<file path="src/rtl/ysyx_22051468_decode_queue_pkg.sv">
// Shared decode constants: RISC-V opcodes, 4-bit class codes, EBREAK encoding
// and the packed control payload carried by every queue entry.
package ysyx_22051468_decode_queue_pkg;

  localparam logic [6:0]  OPC_LUI      = 7'b0110111;
  localparam logic [6:0]  OPC_AUIPC    = 7'b0010111;
  localparam logic [6:0]  OPC_OP_IMM   = 7'b0010011;
  localparam logic [6:0]  OPC_LOAD     = 7'b0000011;
  localparam logic [6:0]  OPC_OP_IMM_W = 7'b0011011;
  localparam logic [6:0]  OPC_JALR     = 7'b1100111;
  localparam logic [6:0]  OPC_JAL      = 7'b1101111;
  localparam logic [6:0]  OPC_OP       = 7'b0110011;
  localparam logic [6:0]  OPC_OP_W     = 7'b0111011;
  localparam logic [6:0]  OPC_BRANCH   = 7'b1100011;
  localparam logic [6:0]  OPC_STORE    = 7'b0100011;
  localparam logic [6:0]  OPC_SYSTEM   = 7'b1110011;
  localparam logic [31:0] INST_EBREAK  = 32'h0010_0073;

  typedef enum logic [3:0] {
    CLS_ILLEGAL  = 4'd0,
    CLS_LUI      = 4'd1,
    CLS_AUIPC    = 4'd2,
    CLS_OP_IMM   = 4'd3,
    CLS_LOAD     = 4'd4,
    CLS_OP_IMM_W = 4'd5,
    CLS_JALR     = 4'd6,
    CLS_JAL      = 4'd7,
    CLS_OP       = 4'd8,
    CLS_OP_W     = 4'd9,
    CLS_BRANCH   = 4'd10,
    CLS_STORE    = 4'd11,
    CLS_EBREAK   = 4'd12
  } inst_class_t;

  typedef struct packed {
    inst_class_t cls;
    logic        rd_need;
    logic        rs1_need;
    logic        rs2_need;
    logic        imm_need;
    logic        is_load;
    logic        is_store;
    logic        is_branch;
    logic        is_jal;
    logic        is_jalr;
    logic        is_w;
    logic        illegal;
  } dec_ctrl_t;

endpackage

</file>
<file path="src/rtl/ysyx_22051468_inst_field_decode.sv">
// Purely combinational instruction decode: opcode class, sign-extended
// immediate, operand-need flags and control flags.
module ysyx_22051468_inst_field_decode
  import ysyx_22051468_decode_queue_pkg::*;
#(
  parameter int unsigned WIDTH      = 64,
  parameter int unsigned INST_WIDTH = 32
) (
  input  logic [INST_WIDTH-1:0] inst,
  output logic [WIDTH-1:0]      imm,
  output dec_ctrl_t             ctrl
);

  logic [31:0]        ir;
  logic signed [31:0] imm_i;
  logic signed [31:0] imm_s;
  logic signed [31:0] imm_b;
  logic signed [31:0] imm_u;
  logic signed [31:0] imm_j;
  inst_class_t        cls;

  assign ir    = inst[31:0];
  assign imm_i = $signed({{20{ir[31]}}, ir[31:20]});
  assign imm_s = $signed({{20{ir[31]}}, ir[31:25], ir[11:7]});
  assign imm_b = $signed({{19{ir[31]}}, ir[31], ir[7], ir[30:25], ir[11:8], 1'b0});
  assign imm_u = $signed({ir[31:12], 12'b0});
  assign imm_j = $signed({{11{ir[31]}}, ir[31], ir[19:12], ir[20], ir[30:21], 1'b0});

  // Every legal opcode ends in 2'b11, so compressed encodings fall to default.
  always_comb begin
    cls = CLS_ILLEGAL;
    case (ir[6:0])
      OPC_LUI:      cls = CLS_LUI;
      OPC_AUIPC:    cls = CLS_AUIPC;
      OPC_OP_IMM:   cls = CLS_OP_IMM;
      OPC_LOAD:     cls = CLS_LOAD;
      OPC_OP_IMM_W: cls = CLS_OP_IMM_W;
      OPC_JALR:     cls = CLS_JALR;
      OPC_JAL:      cls = CLS_JAL;
      OPC_OP:       cls = CLS_OP;
      OPC_OP_W:     cls = CLS_OP_W;
      OPC_BRANCH:   cls = CLS_BRANCH;
      OPC_STORE:    cls = CLS_STORE;
      OPC_SYSTEM:   cls = (ir == INST_EBREAK) ? CLS_EBREAK : CLS_ILLEGAL;
      default:      cls = CLS_ILLEGAL;
    endcase
  end

  // Immediate select; sized casts of the signed 32-bit forms sign-extend to WIDTH.
  always_comb begin
    imm = '0;
    case (cls)
      CLS_LUI, CLS_AUIPC:                            imm = WIDTH'(imm_u);
      CLS_OP_IMM, CLS_LOAD, CLS_OP_IMM_W, CLS_JALR:  imm = WIDTH'(imm_i);
      CLS_STORE:                                     imm = WIDTH'(imm_s);
      CLS_BRANCH:                                    imm = WIDTH'(imm_b);
      CLS_JAL:                                       imm = WIDTH'(imm_j);
      default:                                       imm = '0;
    endcase
  end

  always_comb begin
    ctrl           = '0;
    ctrl.cls       = cls;
    ctrl.rd_need   = (cls inside {CLS_LUI, CLS_AUIPC, CLS_OP_IMM, CLS_LOAD, CLS_OP_IMM_W,
                                  CLS_JALR, CLS_JAL, CLS_OP, CLS_OP_W})
                     && (ir[11:7] != 5'd0);
    ctrl.rs1_need  = cls inside {CLS_OP_IMM, CLS_LOAD, CLS_OP_IMM_W, CLS_JALR,
                                 CLS_OP, CLS_OP_W, CLS_BRANCH, CLS_STORE};
    ctrl.rs2_need  = cls inside {CLS_OP, CLS_OP_W, CLS_BRANCH, CLS_STORE};
    ctrl.imm_need  = !(cls inside {CLS_OP, CLS_OP_W, CLS_EBREAK, CLS_ILLEGAL});
    ctrl.is_load   = (cls == CLS_LOAD);
    ctrl.is_store  = (cls == CLS_STORE);
    ctrl.is_branch = (cls == CLS_BRANCH);
    ctrl.is_jal    = (cls == CLS_JAL);
    ctrl.is_jalr   = (cls == CLS_JALR);
    ctrl.is_w      = (cls == CLS_OP_IMM_W) || (cls == CLS_OP_W);
    ctrl.illegal   = (cls == CLS_ILLEGAL);
  end

endmodule

</file>
<file path="src/rtl/ysyx_22051468_decode_queue.sv">
// Decode stage feeding a DEPTH-entry decoded-instruction FIFO towards issue.
// Define YSYX_22051468_DEQ_BYPASS_EN to forward into an empty queue in the same cycle.
module ysyx_22051468_decode_queue
  import ysyx_22051468_decode_queue_pkg::*;
#(
  parameter int unsigned WIDTH      = 64,
  parameter int unsigned INST_WIDTH = 32,
  parameter int unsigned DEPTH      = 4
) (
  input  logic                    clk,
  input  logic                    rst,
  input  logic                    flush,
  input  logic                    in_valid,
  output logic                    in_ready,
  input  logic [INST_WIDTH-1:0]   in_inst,
  input  logic [WIDTH-1:0]        in_pc,
  output logic                    out_valid,
  input  logic                    out_ready,
  output logic [INST_WIDTH-1:0]   out_inst,
  output logic [WIDTH-1:0]        out_pc,
  output logic [4:0]              out_rs1,
  output logic [4:0]              out_rs2,
  output logic [4:0]              out_rd,
  output logic [WIDTH-1:0]        out_imm,
  output logic [3:0]              out_class,
  output logic                    out_rd_need,
  output logic                    out_rs1_need,
  output logic                    out_rs2_need,
  output logic                    out_imm_need,
  output logic                    out_is_load,
  output logic                    out_is_store,
  output logic                    out_is_branch,
  output logic                    out_is_jal,
  output logic                    out_is_jalr,
  output logic                    out_is_w,
  output logic                    out_illegal,
  output logic [$clog2(DEPTH):0]  count
);

  localparam int unsigned PTR_W = $clog2(DEPTH);
  localparam int unsigned CNT_W = PTR_W + 1;

  typedef struct packed {
    logic [INST_WIDTH-1:0] inst;
    logic [WIDTH-1:0]      pc;
    logic [WIDTH-1:0]      imm;
    dec_ctrl_t             ctrl;
  } entry_t;

  entry_t             mem [DEPTH];
  entry_t             in_entry;
  entry_t             sel;
  dec_ctrl_t          in_ctrl;
  logic [WIDTH-1:0]   in_imm;
  logic [PTR_W-1:0]   wr_ptr;
  logic [PTR_W-1:0]   rd_ptr;
  logic               full;
  logic               empty;
  logic               bypass;
  logic               push;
  logic               pop;

  ysyx_22051468_inst_field_decode #(
    .WIDTH      (WIDTH),
    .INST_WIDTH (INST_WIDTH)
  ) u_dec (
    .inst (in_inst),
    .imm  (in_imm),
    .ctrl (in_ctrl)
  );

  assign in_entry = '{inst: in_inst, pc: in_pc, imm: in_imm, ctrl: in_ctrl};
  assign full     = (count == CNT_W'(DEPTH));
  assign empty    = (count == '0);
  assign in_ready = !full && !rst;

`ifdef YSYX_22051468_DEQ_BYPASS_EN
  assign bypass = empty && in_valid && out_ready && !flush && !rst;
`else
  assign bypass = 1'b0;
`endif

  // A bypassed instruction is consumed directly and never occupies storage.
  assign push = in_valid && in_ready && !flush && !bypass;
  assign pop  = !empty && out_ready && !flush;

  always_ff @(posedge clk) begin
    if (rst) begin
      wr_ptr <= '0;
      rd_ptr <= '0;
      count  <= '0;
      for (int unsigned i = 0; i < DEPTH; i++) begin
        mem[i] <= '0;
      end
    end else if (flush) begin
      wr_ptr <= '0;
      rd_ptr <= '0;
      count  <= '0;
    end else begin
      if (push) begin
        mem[wr_ptr] <= in_entry;
        wr_ptr      <= wr_ptr + PTR_W'(1);
      end
      if (pop) begin
        rd_ptr <= rd_ptr + PTR_W'(1);
      end
      case ({push, pop})
        2'b10:   count <= count + CNT_W'(1);
        2'b01:   count <= count - CNT_W'(1);
        default: count <= count;
      endcase
    end
  end

  assign sel       = bypass ? in_entry : mem[rd_ptr];
  assign out_valid = !empty || bypass;

  assign out_inst      = sel.inst;
  assign out_pc        = sel.pc;
  assign out_imm       = sel.imm;
  assign out_rs1       = sel.inst[19:15];
  assign out_rs2       = sel.inst[24:20];
  assign out_rd        = sel.inst[11:7];
  assign out_class     = sel.ctrl.cls;
  assign out_rd_need   = sel.ctrl.rd_need;
  assign out_rs1_need  = sel.ctrl.rs1_need;
  assign out_rs2_need  = sel.ctrl.rs2_need;
  assign out_imm_need  = sel.ctrl.imm_need;
  assign out_is_load   = sel.ctrl.is_load;
  assign out_is_store  = sel.ctrl.is_store;
  assign out_is_branch = sel.ctrl.is_branch;
  assign out_is_jal    = sel.ctrl.is_jal;
  assign out_is_jalr   = sel.ctrl.is_jalr;
  assign out_is_w      = sel.ctrl.is_w;
  assign out_illegal   = sel.ctrl.illegal;

endmodule
</file>
<file path="config.mk">
export PLATFORM = sky130hd
export DESIGN_NAME = ysyx_22051468_decode_queue
export DESIGN_NICKNAME = d
export VERILOG_FILES = /design/src/rtl/ysyx_22051468_decode_queue_pkg.sv /design/src/rtl/ysyx_22051468_inst_field_decode.sv /design/src/rtl/ysyx_22051468_decode_queue.sv
export SDC_FILE = /design/constraint.sdc
export NUM_CORES = 1
export LEC_CHECK = 0
export ABC_AREA = 1
export CORE_UTILIZATION = 40
export DETAILED_ROUTE_END_ITERATION = 6
export GPL_TIMING_DRIVEN = 0
export PLACE_DENSITY = 0.58
export SLEW_MARGIN = 20
export SYNTH_ARGS = -nofsm -noshare
export SYNTH_HDL_FRONTEND = slang
export SYNTH_HIERARCHICAL = 1
export SYNTH_SLANG_ARGS = --single-unit
export TNS_END_PERCENT = 50
</file>
<file path="constraint.sdc">
create_clock -name clk -period 9.4 [get_ports clk]
set_input_delay 1.41 -clock clk [delete_from_list [all_inputs] [get_ports clk]]
set_output_delay 1.41 -clock clk [all_outputs]
set_load 0.02 [all_outputs]
</file>
### Word level (Yosys, flattened, before mapping)

Memory sizes are Yosys's and may differ from the RTL's. A register that Yosys moved wholly into a read port is not among the register bits.
Cells that the tools add are included.

| operators by class | value |
|---|---|
| add/sub/neg operators | 4 |
| eq/ne operators | 28 |
| multiplexer cells | 15 |
| reduce and logical (&&, ||, !) cells | 24 |

Operators by type and width:

| cell | count |
|---|---|
| one-hot mux 64 bit (5 select lines) | 1 |
| two-way mux 175 bit | 1 |
| OR reduction 175 bit | 1 |
| one-hot mux 4 bit (12 select lines) | 1 |
| equality test 32 x 21 -> 1 bit, second input constant | 1 |
| equality test 7 x 6 -> 1 bit, second input constant | 4 |
| equality test 7 bit, second input constant | 4 |
| equality test 7 x 5 -> 1 bit, second input constant | 3 |
| equality test 4 bit, second input constant | 5 |
| equality test 4 x 3 -> 1 bit, second input constant | 4 |
| nonzero test 9 bit | 1 |
| equality test 4 x 2 -> 1 bit, second input constant | 2 |
| nonzero test 4 bit | 2 |
| nonzero test 8 bit | 1 |
| equality test 7 x 2 -> 1 bit, second input constant | 1 |
| two-way mux 1 bit | 7 |
| logical AND 1 bit | 6 |
| two-way mux 2 bit | 3 |
| one-hot mux 3 bit (2 select lines) | 1 |
| zero test 1 bit | 5 |
| nonzero test 5 bit | 1 |
| adder 2 x 1 -> 2 bit, second input constant | 2 |
| equality test 4 x 1 -> 1 bit, second input constant | 1 |
| zero test 4 bit | 1 |
| 11 further kinds | 12 |

| word-level totals | value |
|---|---|
| register bits | 7 |
| bits in writable memories | 700 |
| input bits | 101 |
| output and inout port bits | 195 |
| logic and storage cells | 75 |
| memories kept | 1 |

Memory list:

| name | words | bits a word | read ports | clocked after memory_dff | wr ports | RTL line | text |
|---|---|---|---|---|---|---|---|
| mem | 4 | 175 | 1 | 1 | 4 | ysyx_22051468_decode_queue.sv:50 | `entry_t mem [DEPTH];` |

### Depth between registers and ports, before layout

Gate-level depths: netlist of run 1.

| depth | value |
|---|---|
| depth in word-level cells | 11 |
| depth in mapped cells | 14 |

### Cells and area by module

The synthesis of run 1 kept the hierarchy.

By module, submodules not included:

| module | times used | cells each | area an instance (µm²) | seq. area each (µm²) |
|---|---|---|---|---|
| ysyx_22051468_decode_queue | 1 | 2,729 | 30,175.2 | 21,200.3 |
| ysyx_22051468_inst_field_decode | 1 | 224 | 1,182.4 | 0.0 |

### Least setup slack after synthesis of run 1

No wires, ideal clock.

| timing | value |
|---|---|
| path kind | input to register |
| start point | in rst |
| end point | mem mem[3][0] (netlist name), enable pin |
| data arrival time | 9.259 ns |
| setup slack | -0.571 ns |
| stages | 7 |
| path buffers | 1 |
| cell sequence | inv_2 nand2_2 nor2_8 nand2_2 buf_2 a21oi_1 nor2_1 |

RTL lines:

| item | RTL line | text |
|---|---|---|
| start: declaration | ysyx_22051468_decode_queue.sv:11 | `input logic rst,` |
| end: declaration | ysyx_22051468_decode_queue.sv:50 |  |

==> Flow_metrics.wiki, run 1 <==
{| class="wikitable"
! Metric !! Value
|-
| Remaining global-route overflow || 0
|-
| Count of flip-flops with a built-in enable after synthesis || 700
|-
| Clock H-tree levels || 3
|-
| Share of the clock period used by the worst path || 52.5%
|-
| Share of layout cells above drive strength 1 || 10.1%
|-
| Total Wirelength || 93600 µm
|-
| Number of DRC violations after detailed routing || 0
|-
| Slew at the pin with the worst max-slew slack || 0.814 ns
|-
| Top cell type by total area after synthesis || sky130_fd_sc_hd__edfxtp_1
|-
| Max-slew violations || 0
|-
| Yosys cell types || 31
|-
| Number of global-route vias before repair || 22438
|-
| Combinational cell fraction of total power || 8.7%
|-
| Clock tree root driver cell || sky130_fd_sc_hd__clkbuf_16
|-
| Number of buffers created by CTS || 77
|-
| Number of antenna violations at the first check in global routing || 1
|-
| Clock insertion delay at the later pin of the skew report || 0.63 ns
|-
| Max_cap viols || 0
|-
| Worst IR drop on VDD || 0.000120 V
|-
| Starting density of the core || 40.5%
|-
| Clock-pin slew on the worst setup and hold paths || 0.06 ns
|-
| Number of setup buffers added after CTS || 0
|-
| Commonest cells in the netlist || sky130_fd_sc_hd__nor2_1, sky130_fd_sc_hd__edfxtp_1, sky130_fd_sc_hd__o21ai_0, sky130_fd_sc_hd__inv_1, sky130_fd_sc_hd__o22ai_1
|-
| Die footprint || 0.0795 mm²
|-
| Synth Area per Inst || 10.6 µm²
|-
| Placed wire-length estimate after detailed placement || 60600 µm
|-
| Sequential fraction of the synthesis area || 67.6%
|-
| Required time of the critical path || 7.99 ns
|-
| Nets in the synthesized netlist || 3056
|-
| Max_slew headroom || 45.7%
|-
| Maximum number of pins on one net before global-route repair || 45
|-
| Post-place setup slack || 4.61 ns
|-
| Fraction of power spent switching nets || 23.1%
|-
| Worst clock skew on the final layout || 0.0322 ns
|-
| Count of vias placed by the detailed router || 22997
|-
| Final Hold Viols || 0
|-
| Min cycle time layout || 4.93 ns
|-
| Peak fanout along the critical path || 10
|-
| Horiz. Die Dim || 282 µm
|-
| Final GP Congestion || 0.807
|-
| Power density over the cells || 187 mW/mm²
|-
| Count of standard-cell rows || 102
|-
| Most frequently used cell type in the post-synthesis netlist || sky130_fd_sc_hd__nor2_1
|-
| Number of I/O port buffers || 295
|-
| LEAKAGE || 14.6 nW
|-
| Cell area after technology mapping || 0.0314 mm²
|-
| Clock power frac || 40.7%
|-
| Design internal power || 5.56 mW
|-
| Antenna Violating Nets Remaining || 0
|-
| Number of gates given a new drive strength after cts || 0
|-
| Die span in y || 282 µm
|-
| Share of async-settable or async-resettable flops after synthesis || 0%
|-
| Kind of critical path || reg -> out
|-
| Final setup fails || 0
|-
| Power consumption || 7.23 mW
|-
| Number of buffers on the longest clock path || 3
|-
| Hold Path Class || reg -> reg
|-
| Maximum operating frequency || 203 MHz
|-
| Share of the synthesized area in the top cell type || 67.0%
|-
| Post-synthesis sequential element count || 709
|-
| Fill count || 7191
|-
| Post-DR vias/cell || 5.17
|-
| DR pass1 iterations || 5
|-
| DR WL/cell || 21.1 µm
|-
| DRT iter0 DRCs || 2123
|-
| Switching power of the nets || 1.67 mW
|-
| Type of destination of the critical path || primary output
|-
| Final worst setup slack || 4.47 ns
|-
| Number of sinks driven by the clock tree || 709
|-
| Total of hold buffers inserted after clock tree synthesis || 0
|-
| Standard cell core area || 0.0775 mm²
|-
| Run status || finished, final reports clean
|-
| Wire length of the first global-routing pass || 138000 µm
|-
| Setup repair after global routing missed its margin || false
|-
| Area contributors post-synth || sky130_fd_sc_hd__edfxtp_1, sky130_fd_sc_hd__nor2_1, sky130_fd_sc_hd__o21ai_0
|-
| Arrival time at the worst endpoint || 3.52 ns
|-
| Post-synthesis instance total || 2953
|-
| Part of the total power dissipated in sequential elements || 50.6%
|-
| Total track usage || 23.4%
|-
| CTS tree || done
|-
| Top-Level Pins || 296
|-
| Layout overhead on the synthesized area || 23.1%
|-
| Total Nets Final || 3452
|-
| Dominant synthesized flop cell || sky130_fd_sc_hd__edfxtp_1
|-
| Kind of start point of the critical path || flop
|-
| Yosys warns || 6
|}
logic make-up (layout without fill, tap and decap cells):
logic type,after synthesis,count (layout),share of synthesized area [%]
buffers and inverters,461,913,7.11
other,0,1,0
AOI/OAI and AO/OA,548,548,9.46
and+or+nand+nor,1233,1233,15.7
adders and majority gates,2,2,0.104
DFF,709,709,67.6
through the flow:
stage	cells	hold WS, ns	cell area [µm²]	util (%)	TNS (ns)
2_1_floorplan	2953	0.488	31400	-	0
3_3_place_gp	4288	0.513	35600	46.0	-1140.83
3_5_place_dp	4310	0.527	36200	46.7	0
4_1_cts	4445	0.542	38600	49.8	0
5_1_grt	4446	0.575	38600	49.8	0
6_report	4446	0.547	38600	49.8	0
layer usage:
layer  GRT usage [%]  vias up  wire (µm)
li1                -    10782          -
met4            7.19        0       2260
met3            3.55      116       6970
met2            38.8      871      44800
met1            31.6    11228      39500
met5               0        -          0
path summary, 6_finish.rpt:
check	start	to	slack, ns	cells past startpoint
setup reg to reg	count[0]$_SDFFE_PP0P_	mem[3][85]$_DFFE_PP_	6.28	10
hold / removal	wr_ptr[0]$_SDFFE_PP0P_	wr_ptr[0]$_SDFFE_PP0P_	0.55	2
hold reg to reg	wr_ptr[0]$_SDFFE_PP0P_	wr_ptr[0]$_SDFFE_PP0P_	0.55	2
setup / recovery	flop	out_imm[28]	4.47	8
power by group through the flow:
| stage | Clock (mW) | Sequential (mW) | Combinational [mW] |
|---|---|---|---|
| finish | 2.95 | 3.66 | 0.626 |
| detailed placement | 0 | 3.73 | 0.629 |
| floorplan | 0 | 3.75 | 0.289 |
| global route | 3.11 | 3.67 | 0.666 |
| global placement | 0 | 3.78 | 0.588 |
| CTS | 2.99 | 3.66 | 0.632 |
state kept, by name, summed over array words and instances (netlist names), named ones only:
name,count
rd_ptr,2
wr_ptr,2
count,3
mem,700
final cells by class:
type	count	area [µm²]	area share (%)
sequential	709	21200	54.9
multi-input combinational	1783	7960	20.6
timing repair buffer	317	3510	9.08
clock buffer	94	2030	5.27
buffer	242	1410	3.65
tap	1040	1300	3.37
inverter	219	822	2.13
clock inverter	41	375	0.972
antenna	1	2.50	0.00648
layout by cell type, fill, tap and decap left out, types with 4 or more instances in the layout:
| cell | netlist | layout |
|---|---|---|
| sky130_fd_sc_hd__a21oi_1 | 17 | 17 |
| sky130_fd_sc_hd__buf_12 | 0 | 7 |
| sky130_fd_sc_hd__buf_16 | 0 | 15 |
| sky130_fd_sc_hd__buf_2 | 68 | 68 |
| sky130_fd_sc_hd__buf_4 | 56 | 56 |
| sky130_fd_sc_hd__buf_6 | 27 | 27 |
| sky130_fd_sc_hd__bufinv_16 | 0 | 6 |
| sky130_fd_sc_hd__clkbuf_1 | 88 | 102 |
| sky130_fd_sc_hd__clkbuf_16 | 0 | 79 |
| sky130_fd_sc_hd__clkdlybuf4s50_1 | 0 | 295 |
| sky130_fd_sc_hd__clkinv_1 | 1 | 17 |
| sky130_fd_sc_hd__clkinv_2 | 0 | 12 |
| sky130_fd_sc_hd__dfxtp_1 | 9 | 9 |
| sky130_fd_sc_hd__edfxtp_1 | 700 | 700 |
| sky130_fd_sc_hd__inv_1 | 209 | 208 |
| sky130_fd_sc_hd__inv_2 | 9 | 10 |
| sky130_fd_sc_hd__nand2_1 | 82 | 79 |
| sky130_fd_sc_hd__nand2_2 | 10 | 10 |
| sky130_fd_sc_hd__nand2_4 | 1 | 4 |
| sky130_fd_sc_hd__nand3_1 | 14 | 14 |
| sky130_fd_sc_hd__nand3_2 | 14 | 14 |
| sky130_fd_sc_hd__nor2_1 | 1084 | 1083 |
| sky130_fd_sc_hd__nor2_2 | 15 | 15 |
| sky130_fd_sc_hd__nor2_4 | 4 | 5 |
| sky130_fd_sc_hd__o21ai_0 | 354 | 354 |
| sky130_fd_sc_hd__o22ai_1 | 175 | 175 |
critical path, cell delays in order, from the launching register on:
cell                              delay [ns]
sky130_fd_sc_hd__dfxtp_1                0.30
sky130_fd_sc_hd__buf_4                  0.20
sky130_fd_sc_hd__buf_6                  0.19
sky130_fd_sc_hd__inv_2                  0.17
sky130_fd_sc_hd__buf_2                  0.48
sky130_fd_sc_hd__clkbuf_2               0.33
sky130_fd_sc_hd__o21ai_0                0.13
sky130_fd_sc_hd__o22ai_1                0.40
sky130_fd_sc_hd__clkdlybuf4s50_1        0.70
Note: power is estimated with default switching activity, not from simulation.
==> inputs of run 2 (changes only) <==
--- a/config.mk
+++ b/config.mk
@@ -9,7 +9,7 @@
 export CORE_UTILIZATION = 40
 export DETAILED_ROUTE_END_ITERATION = 6
 export GPL_TIMING_DRIVEN = 0
-export PLACE_DENSITY = 0.58
+export PLACE_DENSITY = 0.56
 export SLEW_MARGIN = 20
 export SYNTH_ARGS = -nofsm -noshare
 export SYNTH_HDL_FRONTEND = slang
==> constraint.sdc (replaced) <==
create_clock -name clk -period 5 [get_ports clk]
set_input_delay 0.75 -clock clk [delete_from_list [all_inputs] [get_ports clk]]
set_output_delay 0.75 -clock clk [all_outputs]
set_load 0.02 [all_outputs]
==> run 2 against run 1 <==
Critical path depth fell by 2. Largest cell class unchanged. Setup slack got worse by 4.0 ns. Total power grew 91%. First-iteration DRC count is 11% higher. Global-route usage grew 0.66 points. Clock power rose by 94%. Flip-flop and latch count stayed put. Largest power group unchanged. Hold slack gained 0.012 ns. Count of clock-buffer cells in the layout increased by 6.
==> Flow_metrics.wiki, run 2 (synthesized netlist as in run 1, its figures left out) <==
{| class="wikitable"
! Metric !! Value
|-
| CTS tree || done
|-
| Clock-pin slew on the worst setup and hold paths || 0.06 ns (about the same)
|-
| Slew at the pin with the worst max-slew slack || 1.18 ns (+0.363 ns)
|-
| Register bank with the most flops || mem
|-
| Final design instance area without fill || 0.0387 mm² (+0.33%)
|-
| Total Wirelength || 96300 µm (+2.9%)
|-
| Number of buffers on the longest clock path || 3 (unchanged)
|-
| Total track usage || 24.1% (+0.66 points)
|-
| Multi-input combinational cell area || 0.00796 mm² (unchanged)
|-
| Final setup fails || 0 (unchanged)
|-
| Count of vias placed by the detailed router || 23430 (+1.9%)
|-
| Worst r2r src || count[0]$_SDFFE_PP0P_
|-
| Setup repair after global routing missed its margin || false
|-
| Share of layout cells above drive strength 1 || 10.3% (+0.20 points)
|-
| Number of antenna violations at the first check in global routing || 1 (unchanged)
|-
| FF+latch area || 0.0212 mm² (unchanged)
|-
| Antenna Violating Nets Remaining || 0 (unchanged)
|-
| Power density over the cells || 356 mW/mm² (+90%)
|-
| Placed wire-length estimate after detailed placement || 63100 µm (+4.2%)
|-
| Number of sinks driven by the clock tree || 709 (unchanged)
|-
| Clock H-tree levels || 3 (unchanged)
|-
| Leading registers by flop count || mem: 700 flops, count: 3 flops
|-
| Hold Path Class || reg -> reg
|-
| DR WL/cell || 21.6 µm (+2.7%)
|-
| Clock insertion delay at the later pin of the skew report || 0.62 ns (about the same)
|-
| Max_slew headroom || 21.6% (-24 points)
|-
| Number of DRC violations after detailed routing || 0 (unchanged)
|-
| Worst reg-to-reg setup slack || 1.55 ns (-4.73 ns)
|-
| Number of gates given a new drive strength after cts || 0 (unchanged)
|-
| Starting density of the core || 40.5% (unchanged)
|-
| Number of I/O port buffers || 295 (unchanged)
|-
| End of the critical path || out_imm[24]
|-
| Total Nets Final || 3455 (+0.087%)
|-
| Top-Level Pins || 296 (unchanged)
|-
| Required time of the critical path || 4.25 ns (-3.74 ns)
|-
| DR pass1 iterations || 6 (+1)
|-
| Number of global-route vias before repair || 23567 (+5.0%)
|-
| Total of hold buffers inserted after clock tree synthesis || 0 (unchanged)
|-
| Worst-case reg-to-reg path depth || 11 (+1)
|-
| Max_cap viols || 0 (unchanged)
|-
| Worst clock skew on the final layout || 0.0218 ns (-0.0104 ns)
|-
| Die footprint || 0.0795 mm² (unchanged)
|-
| Flip-flop count of the largest register after layout || 700 (unchanged)
|-
| Kind of critical path || reg -> out
|-
| Final GP Congestion || 0.857 (+6.2%)
|-
| Clock tree root driver cell || sky130_fd_sc_hd__clkbuf_16
|-
| Run status || finished, final reports clean
|-
| Count of standard-cell rows || 102 (unchanged)
|-
| Commonest cells after routing, fill and taps aside || sky130_fd_sc_hd__nor2_1, sky130_fd_sc_hd__edfxtp_1, sky130_fd_sc_hd__o21ai_0, sky130_fd_sc_hd__clkdlybuf4s50_1, sky130_fd_sc_hd__inv_1
|-
| Final Hold Viols || 0 (unchanged)
|-
| Horiz. Die Dim || 282 µm (unchanged)
|-
| Arrival time at the worst endpoint || 3.76 ns (+0.24 ns)
|-
| Wire length of the first global-routing pass || 142000 µm (+3.1%)
|-
| Post-DR vias/cell || 5.26 (+1.6%)
|-
| Worst hold margin || 0.559 ns (+0.0122 ns)
|-
| Worst IR drop on VDD || 0.000277 V (+130%)
|-
| Type of destination of the critical path || primary output
|-
| Number of setup buffers added after CTS || 0 (unchanged)
|-
| LEAKAGE || 14.7 nW (+0.35%)
|-
| Placed cell areas || 0.0362 mm² (about the same)
|-
| Standard cell core area || 0.0775 mm² (unchanged)
|-
| Peak fanout along the critical path || 10 (unchanged)
|-
| Leading cell type in the layout, fill and taps excluded || sky130_fd_sc_hd__nor2_1
|-
| Number of buffers created by CTS || 79 (+2.6%)
|-
| DRT iter0 DRCs || 2363 (+11%)
|-
| Layout overhead on the synthesized area || 23.5%
|-
| Maximum number of pins on one net before global-route repair || 44 (-2.2%)
|-
| Remaining global-route overflow || 0 (unchanged)
|-
| Max-slew violations || 0 (unchanged)
|-
| Kind of start point of the critical path || flop
|-
| Fill count || 7021 (-2.4%)
|-
| Antenna diodes || 0 (-1)
|-
| Maximum operating frequency || 222 MHz
|-
| Crit Reg-Reg Endpoint || mem[3][78]$_DFFE_PP_
|-
| Die span in y || 282 µm (unchanged)
|-
| Share of the clock period used by the worst path || 90.3%
|-
| Min cycle time layout || 4.51 ns
|}
run 2: report_power, final:
group	leakage (nW)	switching (mW)	internal [mW]
clock network	1.23	2.37	3.34
logic	6.14	0.740	0.439
registers	7.28	0.0706	6.81
run 2: through the flow:
stage          worst slack [ns]  utilization (%)  TNS (ns)  std cells  total power, mW
2_1_floorplan            -0.840                -   -438.35       2953             7.58
3_3_place_gp              -5.53             46.0  -3298.30       4288             8.20
3_5_place_dp              0.573             46.7         0       4311             8.20
4_1_cts                   0.433             50.0         0       4457             13.9
5_1_grt                   0.329             50.0         0       4457             14.2
6_report                  0.486             50.0         0       4457             13.8
run 2: worst min-delay path by stage:
stage / from / end / slack, ns / depth (start not counted)
6_report: wr_ptr[1]$_SDFFE_PP0P_ / wr_ptr[1]$_SDFFE_PP0P_ / 0.56 / 2
3_3_place_gp: rd_ptr[0]$_SDFFE_PP0P_ / rd_ptr[0]$_SDFFE_PP0P_ / 0.51 / 2
5_1_grt: wr_ptr[1]$_SDFFE_PP0P_ / wr_ptr[1]$_SDFFE_PP0P_ / 0.58 / 2
4_1_cts: rd_ptr[0]$_SDFFE_PP0P_ / rd_ptr[0]$_SDFFE_PP0P_ / 0.55 / 2
2_1_floorplan: rd_ptr[0]$_SDFFE_PP0P_ / flop / 0.49 / 2
3_5_place_dp: rd_ptr[0]$_SDFFE_PP0P_ / rd_ptr[0]$_SDFFE_PP0P_ / 0.54 / 2
run 2: critical path, stage by stage (launching register included):
cell and delay [ns]:
sky130_fd_sc_hd__dfxtp_1 0.36, sky130_fd_sc_hd__inv_1 0.14, sky130_fd_sc_hd__clkbuf_1 0.88, sky130_fd_sc_hd__clkbuf_1 0.47, sky130_fd_sc_hd__o21ai_0 0.17, sky130_fd_sc_hd__o22ai_1 0.40, sky130_fd_sc_hd__clkdlybuf4s50_1 0.71
run 2: routing by layer:
metal | share of wire, % | vias to the layer above | wire, µm | GRT usage [%]
met4 | 3.2 | 2 | 3060 | 8.22
met1 | 41 | 11551 | 39200 | 31.2
met5 | 0.0093 | - | 9 | 0
li1 | - | 10805 | - | -
met3 | 7.3 | 190 | 7080 | 4.21
met2 | 49 | 882 | 47000 | 40.6
run 2: layout make-up:
cell class | count | share of cell area (%)
Clock inverter | 46 | 0.998
Clock buffer | 100 | 5.53
Buffer | 242 | 3.64
Timing Repair Buffer | 318 | 9.08
Inverter | 219 | 2.12
Sequential cell | 709 | 54.7
Tap cell | 1040 | 3.36
Multi-Input combinational cell | 1783 | 20.5
